File: config.mk
export PLATFORM = sky130hd
export DESIGN_NAME = pipe_cla_addsub
export DESIGN_NICKNAME = d
export VERILOG_FILES = /design/src/rtl/pipe_cla_addsub.sv
export SDC_FILE = /design/constraint.sdc
export NUM_CORES = 1
export LEC_CHECK = 0
export ABC_AREA = 1
export CORE_MARGIN = 2
export CORE_UTILIZATION = 30
export DETAILED_ROUTE_END_ITERATION = 10
export GPL_ROUTABILITY_DRIVEN = 0
export SLEW_MARGIN = 20
export SYNTH_ARGS = -nofsm -noshare
export SYNTH_HDL_FRONTEND = slang
export SYNTH_SLANG_ARGS = --single-unit
File: constraint.sdc
create_clock -name clk -period 2.3 [get_ports clk]
set_input_delay 0.69 -clock clk [delete_from_list [all_inputs] [get_ports clk]]
set_output_delay 0.69 -clock clk [all_outputs]
set_load 0.01 [all_outputs]
File: src/rtl/pipe_cla_addsub.sv
// Pipelined add/subtract built from 4-bit carry-lookahead groups.
// The operand is split into STAGES equal segments, LSB first; each stage
// resolves one segment using the carry registered by the stage before it.
// Operand bits not yet consumed and sum bits already produced ride along
// in the stage registers, so every result leaves the last stage aligned.
// A valid/ready handshake with one valid bit per stage gives full
// throughput and lossless back-pressure.
module pipe_cla_addsub #(
    parameter int unsigned WIDTH  = 16,
    parameter int unsigned STAGES = 2
) (
    input  logic             clk,
    input  logic             rst_n,
    input  logic             in_valid,
    output logic             in_ready,
    input  logic [WIDTH-1:0] a,
    input  logic [WIDTH-1:0] b,
    input  logic             c_in,
    input  logic             sub,
    output logic             out_valid,
    input  logic             out_ready,
    output logic [WIDTH-1:0] sum,
    output logic             c_out,
    output logic             ovf
);

    localparam int unsigned SEG  = WIDTH / STAGES;
    localparam int unsigned GPS  = SEG / 4;
    localparam int unsigned LAST = STAGES - 1;

    // Per-stage registers: valid, operand A, conditioned operand B,
    // partial sum, carry out of the segment, carry into the segment MSB.
    logic             v_q  [STAGES];
    logic [WIDTH-1:0] a_q  [STAGES];
    logic [WIDTH-1:0] b_q  [STAGES];
    logic [WIDTH-1:0] s_q  [STAGES];
    logic             c_q  [STAGES];
    logic             cm_q [STAGES];

    // Next-state values feeding each stage register.
    logic [WIDTH-1:0] n_a  [STAGES];
    logic [WIDTH-1:0] n_b  [STAGES];
    logic [WIDTH-1:0] n_s  [STAGES];
    logic             n_c  [STAGES];
    logic             n_cm [STAGES];

    logic [STAGES-1:0] src_v;
    logic [STAGES-1:0] ld;
    logic [STAGES-1:0] adv;

    // 4-bit lookahead group: returns {G, P, carry into bit 3, sum[3:0]}.
    function automatic logic [6:0] cla4(
        input logic [3:0] x,
        input logic [3:0] y,
        input logic       ci
    );
        logic [3:0] g;
        logic [3:0] p;
        logic       c1;
        logic       c2;
        logic       c3;
        logic       gg;
        logic       pg;
        g  = x & y;
        p  = x ^ y;
        c1 = g[0] | (p[0] & ci);
        c2 = g[1] | (p[1] & g[0]) | (p[1] & p[0] & ci);
        c3 = g[2] | (p[2] & g[1]) | (p[2] & p[1] & g[0])
                  | (p[2] & p[1] & p[0] & ci);
        gg = g[3] | (p[3] & g[2]) | (p[3] & p[2] & g[1])
                  | (p[3] & p[2] & p[1] & g[0]);
        pg = &p;
        return {gg, pg, c3, p ^ {c3, c2, c1, ci}};
    endfunction

    // Resolve segment k of (sa + sb + sc) on top of the partial sum ss.
    // Returns {carry into segment MSB, segment carry-out, updated sum}.
    function automatic logic [WIDTH+1:0] seg_add(
        input logic [WIDTH-1:0] sa,
        input logic [WIDTH-1:0] sb,
        input logic [WIDTH-1:0] ss,
        input logic             sc,
        input int unsigned      k
    );
        logic [WIDTH-1:0] ns;
        logic [6:0]       r;
        logic             cg;
        logic             cm;
        int unsigned      base;
        ns = ss;
        cg = sc;
        cm = 1'b0;
        for (int unsigned g = 0; g < GPS; g++) begin
            base         = k * SEG + g * 4;
            r            = cla4(sa[base +: 4], sb[base +: 4], cg);
            ns[base +: 4] = r[3:0];
            cm           = r[4];
            // Group-level lookahead: carry into the next group from G/P.
            cg           = r[6] | (r[5] & cg);
        end
        return {cm, cg, ns};
    endfunction

    // Segment arithmetic for every stage, sourced from the ports (stage 0)
    // or from the preceding stage register.
    always_comb begin : seg_calc
        logic [WIDTH+1:0] res;
        n_a[0] = a;
        n_b[0] = b ^ {WIDTH{sub}};
        res    = seg_add(a, b ^ {WIDTH{sub}}, '0, c_in ^ sub, 0);
        n_s[0]  = res[WIDTH-1:0];
        n_c[0]  = res[WIDTH];
        n_cm[0] = res[WIDTH+1];
        for (int unsigned k = 1; k < STAGES; k++) begin
            n_a[k]  = a_q[k-1];
            n_b[k]  = b_q[k-1];
            res     = seg_add(a_q[k-1], b_q[k-1], s_q[k-1], c_q[k-1], k);
            n_s[k]  = res[WIDTH-1:0];
            n_c[k]  = res[WIDTH];
            n_cm[k] = res[WIDTH+1];
        end
    end

    // Handshake chain: a stage loads when empty or when its content moves
    // on this cycle; evaluated from the output back so out_ready reaches
    // in_ready combinationally without a bubble.
    always_comb begin
        src_v    = '0;
        ld       = '0;
        adv      = '0;
        src_v[0] = in_valid;
        for (int unsigned k = 1; k < STAGES; k++) begin
            src_v[k] = v_q[k-1];
        end
        for (int unsigned i = 0; i < STAGES; i++) begin
            if (LAST - i == LAST) begin
                adv[LAST - i] = v_q[LAST - i] & out_ready;
            end else begin
                adv[LAST - i] = v_q[LAST - i] & ld[LAST - i + 1];
            end
            ld[LAST - i] = ~v_q[LAST - i] | adv[LAST - i];
        end
    end

    // Stage registers: valid follows the upstream valid on load; data only
    // updates when a real operation moves in, so stalled outputs stay put.
    always_ff @(posedge clk or negedge rst_n) begin
        if (!rst_n) begin
            for (int unsigned k = 0; k < STAGES; k++) begin
                v_q[k]  <= 1'b0;
                a_q[k]  <= '0;
                b_q[k]  <= '0;
                s_q[k]  <= '0;
                c_q[k]  <= 1'b0;
                cm_q[k] <= 1'b0;
            end
        end else begin
            for (int unsigned k = 0; k < STAGES; k++) begin
                if (ld[k]) begin
                    v_q[k] <= src_v[k];
                    if (src_v[k]) begin
                        a_q[k]  <= n_a[k];
                        b_q[k]  <= n_b[k];
                        s_q[k]  <= n_s[k];
                        c_q[k]  <= n_c[k];
                        cm_q[k] <= n_cm[k];
                    end
                end
            end
        end
    end

    assign in_ready  = ld[0];
    assign out_valid = v_q[LAST];
    assign sum       = s_q[LAST];
    assign c_out     = c_q[LAST];
    assign ovf       = c_q[LAST] ^ cm_q[LAST];

endmodule

* After elaboration in Yosys (flattened, before gate mapping) *
Index checks and enable logic that the tools add are counted.

storage, ports and cells
  flip-flop bits (word level) = 61
  input bits = 38
  output and inout port bits = 20
  logic and storage cells = 136

cells by class
  bitwise gates (word level) = 121
  reduce and logical (&&, ||, !) cells = 6

operators with widths
  operator             number
  bitwise AND 1 bit    62
  OR 1 bit             42
  XOR 4 bit            8
  bitwise AND 4 bit    4
  AND reduction 4 bit  4
  XOR 16 bit           1
  AND reduction 2 bit  2
  NOT 1 bit            2
  XOR 1 bit            2

* Depth between registers and ports, before layout *
  word-level depth = 10
  gate-level depth with buffers = 13
  depth with buffers taken out = 11

* Worst setup path after synthesis *
Ideal clock, no wire load.

  path kind = input to register
  start = input sub
  end = register s_q (netlist bit n_s[5])
  setup time = 76 ps
  arrival time = 2418 ps
  setup slack = -195 ps
  stages = 12
  cell sequence = buf_6 -> buf_4 -> xor2_1 -> ha_1 -> nand2_1 -> inv_1 -> nand3_2 -> nand2_2 -> nand2_1 -> fa_1 -> xor2_1 -> o21ai_1

between the ends
  longest elaborated chain between the ends = 10
  elaborated cells on any way between the ends = 20
  those cells by class = bitwise (19); reduce/logical (1)

ends and longest elaborated chain
  element                                         RTL line  text
  from (decl)                                     19        input logic sub,
  XOR 16 bit                                      110       res = seg_add(a, b ^ {WIDTH{sub}}, '0, c_in ^ sub, 0);
  XOR 4 bit or bitwise AND 4 bit (tied branches)  65, 64
  bitwise AND 1 bit, on equally long branches     70, 71
  OR 1 bit, or another cell as far along          70        gg = g[3] | (p[3] & g[2]) | (p[3] & p[2] & g[1])
  OR 1 bit or bitwise AND 1 bit (tied branches)   70, 71
  OR 1 bit                                        71        | (p[3] & p[2] & p[1] & g[0]);
  OR 1 bit                                        99        cg = r[6] | (r[5] & cg);
  bitwise AND 1 bit                               66        c1 = g[0] | (p[0] & ci);
  OR 1 bit                                        66
  XOR 4 bit (*)                                   73        return {gg, pg, c3, p ^ {c3, c2, c1, ci}};
  to (signal, indexed assignment)                 164       s_q[k] <= n_s[k];
  to (decl)                                       36        logic [WIDTH-1:0] s_q [STAGES];

Mark *: on every way between the ends. The rest lies on a longest branch, timed or not.
A chain may end at the register's enable or synchronous reset.

* Final worst setup path *
  start = input out_ready
  end = output in_ready

between the ends
  longest elaborated chain between the ends = 4

ends and longest elaborated chain
  element            RTL line  text
  from (decl)        21        input logic out_ready,
  bitwise AND 1 bit  137       adv[LAST - i] = v_q[LAST - i] & out_ready;
  OR 1 bit           141       ld[LAST - i] = ~v_q[LAST - i] | adv[LAST - i];
  bitwise AND 1 bit  139       adv[LAST - i] = v_q[LAST - i] & ld[LAST - i + 1];
  OR 1 bit           141
  to (decl)          15        output logic in_ready,

No other way between the ends.

==> impl_results.md <==
- Global-route wire length before repair: 9342 µm
- CTS max path bufs: 2
- Post-Synthesis Cells: 292
- Fin Setup TNS: 0 ns
- Die Y: 96.15 µm
- Clock sink total: 45
- Worst-case reg-to-reg path depth: 7
- Delay-heaviest family, CP: buffers and inverters
- Area of the multi-input gates: 0.001294 mm²
- Vias per cell: 4.349
- Routed wire per std cell: 11.37 µm
- Max Cap Viol: 0
- RR Startpoint: a_q[25]$_DFFE_PN0P_
- Crit start category: primary input
- DRC: 0
- CTS Root Cell: clkbuf_8
- YS warnings: 0
- Final hold slack: 0.2612 ns
- Final setup vio count: 0
- FP Rows: 33
- Yosys cell types: 28
- Port bufs: 57
- Die area: 0.009245 mm²
- Chip width: 96.15 µm
- Max-slew headroom: 72.01%
- VDD IR max: 262.9 µV
- Status: complete, no violations
- Antenna violations before repair: 0
- Initial detailed-routing violation count: 105
- Critical-path cell list: clkdlybuf4s50_1 > inv_1 > nand3_2 > dlygate4sd2_1
- Final WS setup: 0.06137 ns
- Max-slew violations: 0
- Worst EP required: 1.61 ns
- Reg2Reg Capture Point: sum[13]$_DFFE_PN0P_
- Static leakage: 1.756 nW
- Clock Skews: 0.009431 ns
- Largest net degree at the start of global routing: 25
- Top-Level Pins: 58
- Skew-Pair Late Insertion Delay: 0.30 ns
- Sequential-to-total area share from yosys stat: 44.20%
- Core Region: 0.008217 mm²
- Min-Delay Path Class: primary input to asynchronous set/reset pin
- Register Area: 0.001126 mm²
- Crit end category: output pin
- Post-Syn Area per Cell: 8.724 µm²
- Fin area: 0.003501 mm²
- Initial Util: 31.00%
- Period utilization: 97.33%
- Share of post-route cells with drive strength above 1: 15.96%
- 1st-pass router iterations: 4
- Area after DPL: 0.003342 mm²
- Crit-path max FO: 2
- Cell area after synthesis: 0.002547 mm²
- Final #Nets: 433
- Crit path largest cell delay: 0.40 ns
- H-tree levels: 2
- Peak Freq: 446.7 MHz
- Pwr/cell area: 825.9 mW/mm²
- Antenna violation net count after detailed routing: 0
- Worst reg2reg setup slack: 0.38 ns
- CP Buf/Inv Count: 3
- Antenna cell count: 0
- HPWL Detailed: 4250 µm
- Yosys reg bits: 45
- CTS tree: built
- Fillers: 791
- Final Power: 2.891 mW
- Final Hold Fails: 0
- RSZ-0062 raised after global routing: false
- Min cycle time layout: 2.239 ns
- Pre-CTS setup slack: -0.5275 ns
- Vias in the first global route: 2115
- Mapped Nets: 350
- Total track usage: 12.83%
- Num CTS Buffers: 5
- Clock slew at reported path FFs: 0.09 ns
- Crit Path Category: primary input to output pin
- Routed WL: 5468 µm
- Via count: 2092
- CP max stage cell: clkdlybuf4s50_1
- Grt total ovfl: 0
- Layout area overhead: 37.43%
- Slew at the pin with the worst max-slew slack: 0.4194 ns
- WP data arrival: 1.55 ns
- Cts hold-fix bufs: 0
## cell type report
| type | instances | area share, % |
|---|---|---|
| clock buffer | 6 | 2.073 |
| clock inverter | 2 | 0.4289 |
| inverter | 20 | 2.144 |
| multi-input combinational | 217 | 36.95 |
| sequential | 45 | 32.17 |
| tap | 105 | 3.753 |
| timing repair buffer | 86 | 22.48 |
## through the flow
stage	std cells	util (%)
global route	481	42.61
detailed placement	467	40.67
finish	481	42.61
floorplan	292	-
global placement	467	40.67
CTS	475	41.71
## flip-flops by register name, indices dropped and copies added (netlist names)
register / count
a_q: 8
b_q: 8
c_out: 1
c_q: 1
cm_q: 1
n_s: 8
out_valid: 1
src_v: 1
sum: 16
## power breakdown
group          internal (mW)  switching, mW  total (mW)
clock network          0.214          0.270       0.484
logic                  0.663          0.577        1.24
registers               1.02          0.146        1.17
total                   1.90          0.993        2.89
## routing by layer
metal,vias to the layer above,GRT usage (%),routed length (µm)
li1,1087,-,-
met1,957,16.80,2508
met2,40,21.53,2697
met3,8,2.036,191
met4,0,4.286,69
met5,-,0,0
## synthesized netlist by cell type (all sizes together)
master	n	share of area, %
a31o	1	0.34
buf	9	2.6
a21oi	9	2.2
inv	20	2.9
and2	2	0.49
xor2	9	3.1
nand3	16	3.9
a21o	2	0.59
nor2	13	1.9
a31oi	2	0.49
fa	4	3.1
xnor2	12	4.1
ha	16	7.9
nand4	1	0.25
clkbuf	1	0.54
dfrtp	45	44
or2	1	0.34
nand2	110	17
o21ai	19	3.7
## worst max-delay path by stage
stage	cells past startpoint	end	start
after global routing	4	in_ready	out_ready
after global placement	10	n_s[4]$_DFFE_PN0P_	sub
final	4	in_ready	out_ready
after CTS	10	n_s[4]$_DFFE_PN0P_	b[1]
after detailed placement	10	n_s[4]$_DFFE_PN0P_	sub
after floorplan	11	n_s[4]$_DFFE_PN0P_	sub
## placed cells by master (no fill, tap or decap), drive strengths merged
master / n
nand2: 110
clkdlybuf4s50: 50
dfrtp: 45
buf: 30
inv: 20
o21ai: 19
ha: 16
nand3: 16
nor2: 13
xnor2: 12
xor2: 9
a21oi: 9
clkbuf: 7
dlymetal6s2s: 4
fa: 4
and2: 2
a21o: 2
a31oi: 2
clkinvlp: 2
or2: 1
nand4: 1
a31o: 1
dlygate4sd2: 1
## worst reg2reg max path, stage by stage, from the launching register on
cell	delay, ns
dfrtp_1	0.39
ha_1	0.36
or2_4	0.28
nand3_2	0.09
nand2_4	0.07
fa_1	0.38
xnor2_1	0.13
o21ai_0	0.14
## cells by family after synthesis
| group | share of synthesized area, % |
|---|---|
| xor+xnor | 7.220 |
| buf+inv | 6.090 |
| simple gates | 24.12 |
| flops | 44.20 |
| fa+ha+maj | 11.00 |
| compound gates | 7.367 |
## timing repair
action / CTS / global route
pin swaps: 2 / 11
endpoints found under the setup margin: 7 / 2
buffers inserted: 0 / 6
gates resized for setup: 2 / 12
(Power assumes the default switching activity.)
